$ cat config.mk
export PLATFORM = sky130hd
export DESIGN_NAME = router_reg_flat
export DESIGN_NICKNAME = d
export VERILOG_FILES = /design/src/rtl/router_pkg.sv /design/src/rtl/router_reg_if.sv /design/src/rtl/router_parity.sv /design/src/rtl/router_reg.sv /design/src/flat_wrapper.sv
export SDC_FILE = /design/constraint.sdc
export NUM_CORES = 1
export LEC_CHECK = 0
export ABC_AREA = 1
export BUFFER_PORTS_ARGS = -buffer_cell sky130_fd_sc_hd__buf_2
export CAP_MARGIN = 15
export CELL_PAD_IN_SITES_DETAIL_PLACEMENT = 0
export CELL_PAD_IN_SITES_GLOBAL_PLACEMENT = 1
export CORE_MARGIN = 2
export CORE_UTILIZATION = 29
export CTS_CLUSTER_DIAMETER = 150
export DETAILED_ROUTE_END_ITERATION = 8
export PLACE_DENSITY_LB_ADDON = 0.1
export SLEW_MARGIN = 20
export SYNTH_ARGS = -nofsm -noshare
export SYNTH_HDL_FRONTEND = slang
export SYNTH_SLANG_ARGS = --single-unit
$ cat constraint.sdc
create_clock -name clock -period 1.3 [get_ports clock]
set_clock_uncertainty 0.1 [all_clocks]
set_input_delay 0.195 -clock clock [delete_from_list [all_inputs] [get_ports clock]]
set_output_delay 0.195 -clock clock [all_outputs]
set_load 0.005 [all_outputs]
$ cat src/rtl/router_pkg.sv
// router_pkg: shared widths and constants for the router register block
package router_pkg;
  localparam int DATA_WIDTH = 8;
  localparam logic [1:0] ADDR_INVALID = 2'b11;
  typedef logic [DATA_WIDTH-1:0] byte_t;
endpackage

$ cat src/rtl/router_reg_if.sv
// router_reg_if: FSM decodes, source byte stream and FIFO-side outputs of the register block
interface router_reg_if;
  import router_pkg::*;
  logic pkt_valid;
  byte_t data_in;
  logic fifo_full;
  logic detect_add;
  logic lfd_state;
  logic ld_state;
  logic laf_state;
  logic full_state;
  logic rst_int_reg;
  byte_t dout;
  logic parity_done;
  logic low_pkt_valid;
  logic err;
  modport master (
    output pkt_valid, data_in, fifo_full, detect_add, lfd_state, ld_state,
           laf_state, full_state, rst_int_reg,
    input  dout, parity_done, low_pkt_valid, err
  );
  modport slave (
    input  pkt_valid, data_in, fifo_full, detect_add, lfd_state, ld_state,
           laf_state, full_state, rst_int_reg,
    output dout, parity_done, low_pkt_valid, err
  );
endinterface

$ cat src/rtl/router_parity.sv
// router_parity: running XOR of accepted bytes, captured packet parity and mismatch flag
module router_parity
  import router_pkg::*;
(
  input  logic  clock,
  input  logic  resetn,
  input  logic  clr_i,
  input  logic  lfd_i,
  input  logic  ld_i,
  input  logic  laf_i,
  input  logic  hold_i,
  input  logic  pkt_valid_i,
  input  logic  fifo_full_i,
  input  logic  low_pkt_valid_i,
  input  logic  parity_done_i,
  input  logic  rst_int_reg_i,
  input  byte_t data_in_i,
  input  byte_t header_i,
  input  byte_t full_byte_i,
  output logic  err_o
);
  byte_t ip_q, ip_d, pp_q, pp_d;
  logic err_q, err_d;
  always_comb begin
    ip_d = clr_i ? '0 :
           hold_i ? ip_q :
           lfd_i ? ip_q ^ header_i :
           (ld_i & pkt_valid_i & ~fifo_full_i) ? ip_q ^ data_in_i :
           (laf_i & ~low_pkt_valid_i) ? ip_q ^ full_byte_i : ip_q;
    pp_d = (clr_i | hold_i) ? pp_q :
           (ld_i & ~pkt_valid_i & ~fifo_full_i) ? data_in_i :
           (laf_i & low_pkt_valid_i) ? full_byte_i : pp_q;
    err_d = clr_i ? 1'b0 : (parity_done_i & rst_int_reg_i) ? (ip_q != pp_q) : err_q;
  end
  always_ff @(posedge clock or negedge resetn)
    if (!resetn) begin
      ip_q <= '0;
      pp_q <= '0;
      err_q <= 1'b0;
    end else begin
      ip_q <= ip_d;
      pp_q <= pp_d;
      err_q <= err_d;
    end
  assign err_o = err_q;
endmodule

$ cat src/rtl/router_reg.sv
// router_reg: header/full-byte holding, output byte mux and packet-end status for the router
module router_reg
  import router_pkg::*;
(
  input logic clock,
  input logic resetn,
  router_reg_if.slave rif
);
  byte_t dout_q, dout_d, header_q, header_d, full_q, full_d;
  logic pd_q, pd_d, low_q, low_d;
  logic lfd_go, ld_go, laf_go, err;
  // illegal simultaneous decodes resolve as detect_add > lfd > ld > laf
  assign lfd_go = ~rif.detect_add & rif.lfd_state;
  assign ld_go  = ~rif.detect_add & ~rif.lfd_state & rif.ld_state;
  assign laf_go = ~rif.detect_add & ~rif.lfd_state & ~rif.ld_state & rif.laf_state;
  always_comb begin
    header_d = (rif.detect_add & rif.pkt_valid & (rif.data_in[1:0] != ADDR_INVALID)) ? rif.data_in : header_q;
    dout_d = (rif.detect_add | rif.full_state) ? dout_q :
             lfd_go ? header_q :
             (ld_go & ~rif.fifo_full) ? rif.data_in :
             laf_go ? full_q : dout_q;
    full_d = (ld_go & rif.fifo_full & ~rif.full_state) ? rif.data_in : full_q;
    pd_d = rif.detect_add ? 1'b0 :
           ((ld_go & ~rif.fifo_full & ~rif.pkt_valid) | (laf_go & low_q & ~pd_q)) ? 1'b1 : pd_q;
    low_d = rif.rst_int_reg ? 1'b0 : (ld_go & ~rif.pkt_valid) ? 1'b1 : low_q;
  end
  always_ff @(posedge clock or negedge resetn)
    if (!resetn) begin
      dout_q <= '0;
      header_q <= '0;
      full_q <= '0;
      pd_q <= 1'b0;
      low_q <= 1'b0;
    end else begin
      dout_q <= dout_d;
      header_q <= header_d;
      full_q <= full_d;
      pd_q <= pd_d;
      low_q <= low_d;
    end
  router_parity u_parity (
    .clock           (clock),
    .resetn          (resetn),
    .clr_i           (rif.detect_add),
    .lfd_i           (lfd_go),
    .ld_i            (ld_go),
    .laf_i           (laf_go),
    .hold_i          (rif.full_state),
    .pkt_valid_i     (rif.pkt_valid),
    .fifo_full_i     (rif.fifo_full),
    .low_pkt_valid_i (low_q),
    .parity_done_i   (pd_q),
    .rst_int_reg_i   (rif.rst_int_reg),
    .data_in_i       (rif.data_in),
    .header_i        (header_q),
    .full_byte_i     (full_q),
    .err_o           (err)
  );
  assign rif.dout = dout_q;
  assign rif.parity_done = pd_q;
  assign rif.low_pkt_valid = low_q;
  assign rif.err = err;
endmodule

$ cat src/flat_wrapper.sv
// flat-port wrapper written by rule: the top's interface ports become plain ports
module router_reg_flat import router_pkg::*;
  (clock, resetn, rif_pkt_valid, rif_data_in, rif_fifo_full, rif_detect_add, rif_lfd_state, rif_ld_state, rif_laf_state, rif_full_state, rif_rst_int_reg, rif_dout, rif_parity_done, rif_low_pkt_valid, rif_err);
  router_reg_if rif_i ();
  input logic clock;
  input logic resetn;
  input wire logic [$bits(rif_i.pkt_valid)-1:0] rif_pkt_valid;
  input wire logic [$bits(rif_i.data_in)-1:0] rif_data_in;
  input wire logic [$bits(rif_i.fifo_full)-1:0] rif_fifo_full;
  input wire logic [$bits(rif_i.detect_add)-1:0] rif_detect_add;
  input wire logic [$bits(rif_i.lfd_state)-1:0] rif_lfd_state;
  input wire logic [$bits(rif_i.ld_state)-1:0] rif_ld_state;
  input wire logic [$bits(rif_i.laf_state)-1:0] rif_laf_state;
  input wire logic [$bits(rif_i.full_state)-1:0] rif_full_state;
  input wire logic [$bits(rif_i.rst_int_reg)-1:0] rif_rst_int_reg;
  output wire logic [$bits(rif_i.dout)-1:0] rif_dout;
  output wire logic [$bits(rif_i.parity_done)-1:0] rif_parity_done;
  output wire logic [$bits(rif_i.low_pkt_valid)-1:0] rif_low_pkt_valid;
  output wire logic [$bits(rif_i.err)-1:0] rif_err;
  assign rif_i.pkt_valid = rif_pkt_valid;
  assign rif_i.data_in = rif_data_in;
  assign rif_i.fifo_full = rif_fifo_full;
  assign rif_i.detect_add = rif_detect_add;
  assign rif_i.lfd_state = rif_lfd_state;
  assign rif_i.ld_state = rif_ld_state;
  assign rif_i.laf_state = rif_laf_state;
  assign rif_i.full_state = rif_full_state;
  assign rif_i.rst_int_reg = rif_rst_int_reg;
  assign rif_dout = rif_i.dout;
  assign rif_parity_done = rif_i.parity_done;
  assign rif_low_pkt_valid = rif_i.low_pkt_valid;
  assign rif_err = rif_i.err;
  router_reg u_core (.clock(clock), .resetn(resetn), .rif(rif_i));
endmodule
==> results.txt <==
----------------------------------------------------
[Layout]
  Layout Area Growth over Synthesis ... 27.4%
  FF+latch area ... 1080 um2
  Share of post-route cells with drive strength above 1 ... 25.9%
  Ant diodes ... 0
  Most frequent cells in the layout ... 102 x sky130_fd_sc_hd__nand2_1, 43 x sky130_fd_sc_hd__dfrtp_1, 33 x sky130_fd_sc_hd__inv_1, 30 x sky130_fd_sc_hd__o21ai_0, 28 x sky130_fd_sc_hd__buf_2
  Combined area of the multi-input logic cells ... 1140 um2
  Number of filler cells placed in the layout ... 887
  Number of nets in the final layout ... 389
  Most common cell after layout, fill and taps aside ... sky130_fd_sc_hd__nand2_1

[Critical path]
  Launching element of the worst setup path ... u_core.rif.low_pkt_valid
  End of the worst register-to-register path ... u_core.u_parity.ip_q[3]
  FF-to-FF Start ... u_core.rif.low_pkt_valid
  Setup CP Type ... register to register
  Reg2reg setup slack ... -0.05 ns
  Timing endpoint of the critical path ... u_core.u_parity.ip_q[3]
  Peak fanout along the critical path ... 16
  Depth of the worst register-to-register path ... 7
  Critical Path Sink Type ... register
  Data arrival time of the worst path ... 1.43 ns
  Setup crit start kind ... register
  Req. time, crit path ... 1.39 ns

[Clocking]
  Clock tree buffer depth ... 2
  Clock transition at the registers of the reported paths ... 0.09 ns
  Clock root buffer ... sky130_fd_sc_hd__clkbuf_8
  Depth of the CTS H-tree ... 2
  TritonCTS clock tree ... yes
  Number of sinks handled by clock tree synthesis ... 43
  Clock latency at the later pin of the worst-skew pair ... 0.30 ns
  Number of buffers added by the clock tree synthesis step ... 5

[Die]
  Number of placement rows ... 33
  Overall die area ... 9060 um2
  Total core area ... 8130 um2
  Starting Density ... 29.7%
  Number of top-level pins ... 29
  Die W ... 95.2 um
  Overall die height ... 95.2 um

[Placement]
  Setup Slack @ Placement ... -0.232 ns
  Global placer's final weighted congestion ... 0.764
  Buffers on Ports ... 28
  DP HPWL ... 5.07 mm

[STA]
  Max Transition Viols Final ... 0
  Unrepaired setup endpoints after global routing ... true
  Headroom to the max-slew limit ... 77.2%
  Final setup violation count ... 8
  Share of the clock period used by the worst path after layout ... 104%
  Final Critical Period ... 1.35 ns
  Fmax ... 0.741 GHz
  Worst slew pin tran ... 0.340 ns
  Total negative slack for setup checks ... -0.351 ns
  Count of endpoints failing hold in the final timing report ... 0
  Setup slack after layout ... -0.0492 ns

[Drt]
  Count of TritonRoute iterations in the first routing pass ... 4
  Detailed-route DRC error count ... 0
  DR vias/cell ... 4.53
  DR vias ... 2155
  Routed wire length ... 6.66 mm
  Number of routed nets with antenna violations ... 0
  Post-DR wirelength/cell ... 14.0 um
  DRC violation total after the first TritonRoute iteration ... 150

[Logic synthesis]
  Post-Synth XOR/XNOR Area ... 1.82%
  Sequential-to-total area share from yosys stat ... 44.6%
  Post-synthesis instance total ... 314
  Share of cell area taken by muxes after synthesis ... 0%
  Synth unique cells ... 27
  Combined area of all synthesized cells ... 2410 um2
  Post-synthesis compound-gate area fraction ... 15.7%
  Post-synthesis net count ... 332
  Number of warnings printed during yosys synthesis ... 0
  Post-synthesis share of cell area spent on full adders, half adders and majority gates ... 0%
  Total of flip-flops plus latches after synthesis ... 43
  Post-synthesis simple-gate area fraction ... 29.0%
  Largest family of logic cells by synthesized area ... simple AND/OR/NAND/NOR gates
  Mean post-synth cell area ... 7.68 um2

[Global route]
  Global routing met3 resource utilization ... 2.61%
  Most used routing layer ... met1
  Remaining global-route overflow ... 0
  Number of global-route vias before repair ... 2021
  Global-route usage over all layers ... 16.1%
  Global-route wire length before repair ... 11.0 mm
  Routing usage on met2 ... 23.4%
  Antenna violations before repair ... 0
  Met1 GRT Util ... 24.8%
  Pin count of the biggest net entering global routing ... 44

[Pwr]
  Peak supply drop ... 0.396 mV
  Lkg Pwr ... 1.61 nW
  Power per standard cell area ... 1170 nW/um2
  Overall power ... 3.61 mW

[Job]
  MaxCap Viol Count ... 0

[Hold path]
  Class of the tightest hold or removal check ... input port to register

[Outcome]
  Status ... complete, but fails checks
  Failing checks ... setup timing

----------------------------------------------------
==> cells in the mapped netlist (all sizes together) <==
| cell | instances | area share [%] |
|---|---|---|
| clkbuf | 4 | 0.62 |
| nand3 | 20 | 4.6 |
| o211ai | 1 | 0.31 |
| a21oi | 13 | 2.7 |
| a31oi | 1 | 0.88 |
| xnor2 | 4 | 1.5 |
| nand3b | 1 | 0.31 |
| nand2 | 112 | 18 |
| buf | 6 | 2.9 |
| dfrtp | 43 | 45 |
| nand4 | 2 | 1.1 |
| inv | 35 | 5.4 |
| and3 | 1 | 0.26 |
| nor2 | 20 | 5.0 |
| xor2 | 1 | 0.36 |
| o21ai | 50 | 12 |
==> worst min-delay path by stage <==
stage,depth (start not counted),from,end,slack (ns)
after detailed placement,2,resetn,u_core.rif.dout[1],0.1
after floorplan,0,resetn,u_core.full_q[0],-0.20
after CTS,3,rif_data_in[5],u_core.header_q[5],0.12
after global routing,3,rif_data_in[2],u_core.header_q[2],0.15
after global placement,2,resetn,u_core.rif.dout[6],0.1
final,3,rif_data_in[4],u_core.header_q[4],0.13
==> power by group <==
part	leakage [nW]	switching (mW)	internal (mW)
registers	0.541	0.143	1.58
clock network	0.0470	0.479	0.418
logic	1.02	0.566	0.428
total	1.61	1.19	2.42
==> cells by family (layout without fill, tap and decap cells) <==
| family | Yosys count | count (layout) |
|---|---|---|
| and+or+nand+nor | 156 | 156 |
| AOI/OAI and AO/OA | 65 | 65 |
| xor gates and xnor gates | 5 | 5 |
| DFF | 43 | 43 |
| buffers and inverters | 45 | 102 |
==> metal layers <==
metal | vias to the layer above | part of all wire, % | wire length (um)
li1 | 1108 | - | -
met1 | 1008 | 51 | 3390
met2 | 34 | 45 | 3010
met3 | 5 | 2.9 | 195
met4 | 0 | 0.92 | 61
met5 | - | 0 | 0
==> layout make-up <==
cell class                      count  area share, %
Multi-Input combinational cell    226           37.2
Clock inverter                      1          0.163
Timing Repair Buffer               60           16.4
Tap cell                          105           4.28
Inverter                           35           4.28
Sequential cell                    43           35.0
Clock buffer                        6           2.69
==> registers in the layout (all words and copies together) (netlist names) <==
register,count
u_core.full_q,8
u_core.header_q,8
u_core.rif.dout,8
u_core.rif.low_pkt_valid,1
u_core.rif.parity_done,1
u_core.u_parity.err_o,1
u_core.u_parity.ip_q,8
u_core.u_parity.pp_q,8
==> critical path, stage by stage, from the launching register on <==
cell                       delay [ns]
sky130_fd_sc_hd__dfrtp_1         0.40
sky130_fd_sc_hd__inv_2           0.06
sky130_fd_sc_hd__nand3b_1        0.12
sky130_fd_sc_hd__a31oi_4         0.21
sky130_fd_sc_hd__buf_12          0.16
sky130_fd_sc_hd__nand3_1         0.08
sky130_fd_sc_hd__nand2_1         0.06
sky130_fd_sc_hd__nor2_1          0.04
==> per-stage QoR <==
step	util [%]	cells	area [um2]	hold WS, ns
2_1_floorplan	-	314	2420	-0.201
3_3_place_gp	35.8	465	2910	0.0971
3_5_place_dp	35.8	465	2910	0.0977
4_1_cts	37.2	474	3020	0.124
5_1_grt	37.8	476	3070	0.146
6_report	37.8	476	3070	0.126
==> timing repair <==
action | CTS | global route
cloned | 0 | 1
hold buffers | 2 | 0
setup endpoints to repair | 14 | 17
buffers inserted | 0 | 1
resized for setup | 1 | 8
pin swaps | 1 | 1
endpoints found under the hold margin | 44 | 0
Note: power is estimated with default switching activity, not from simulation.
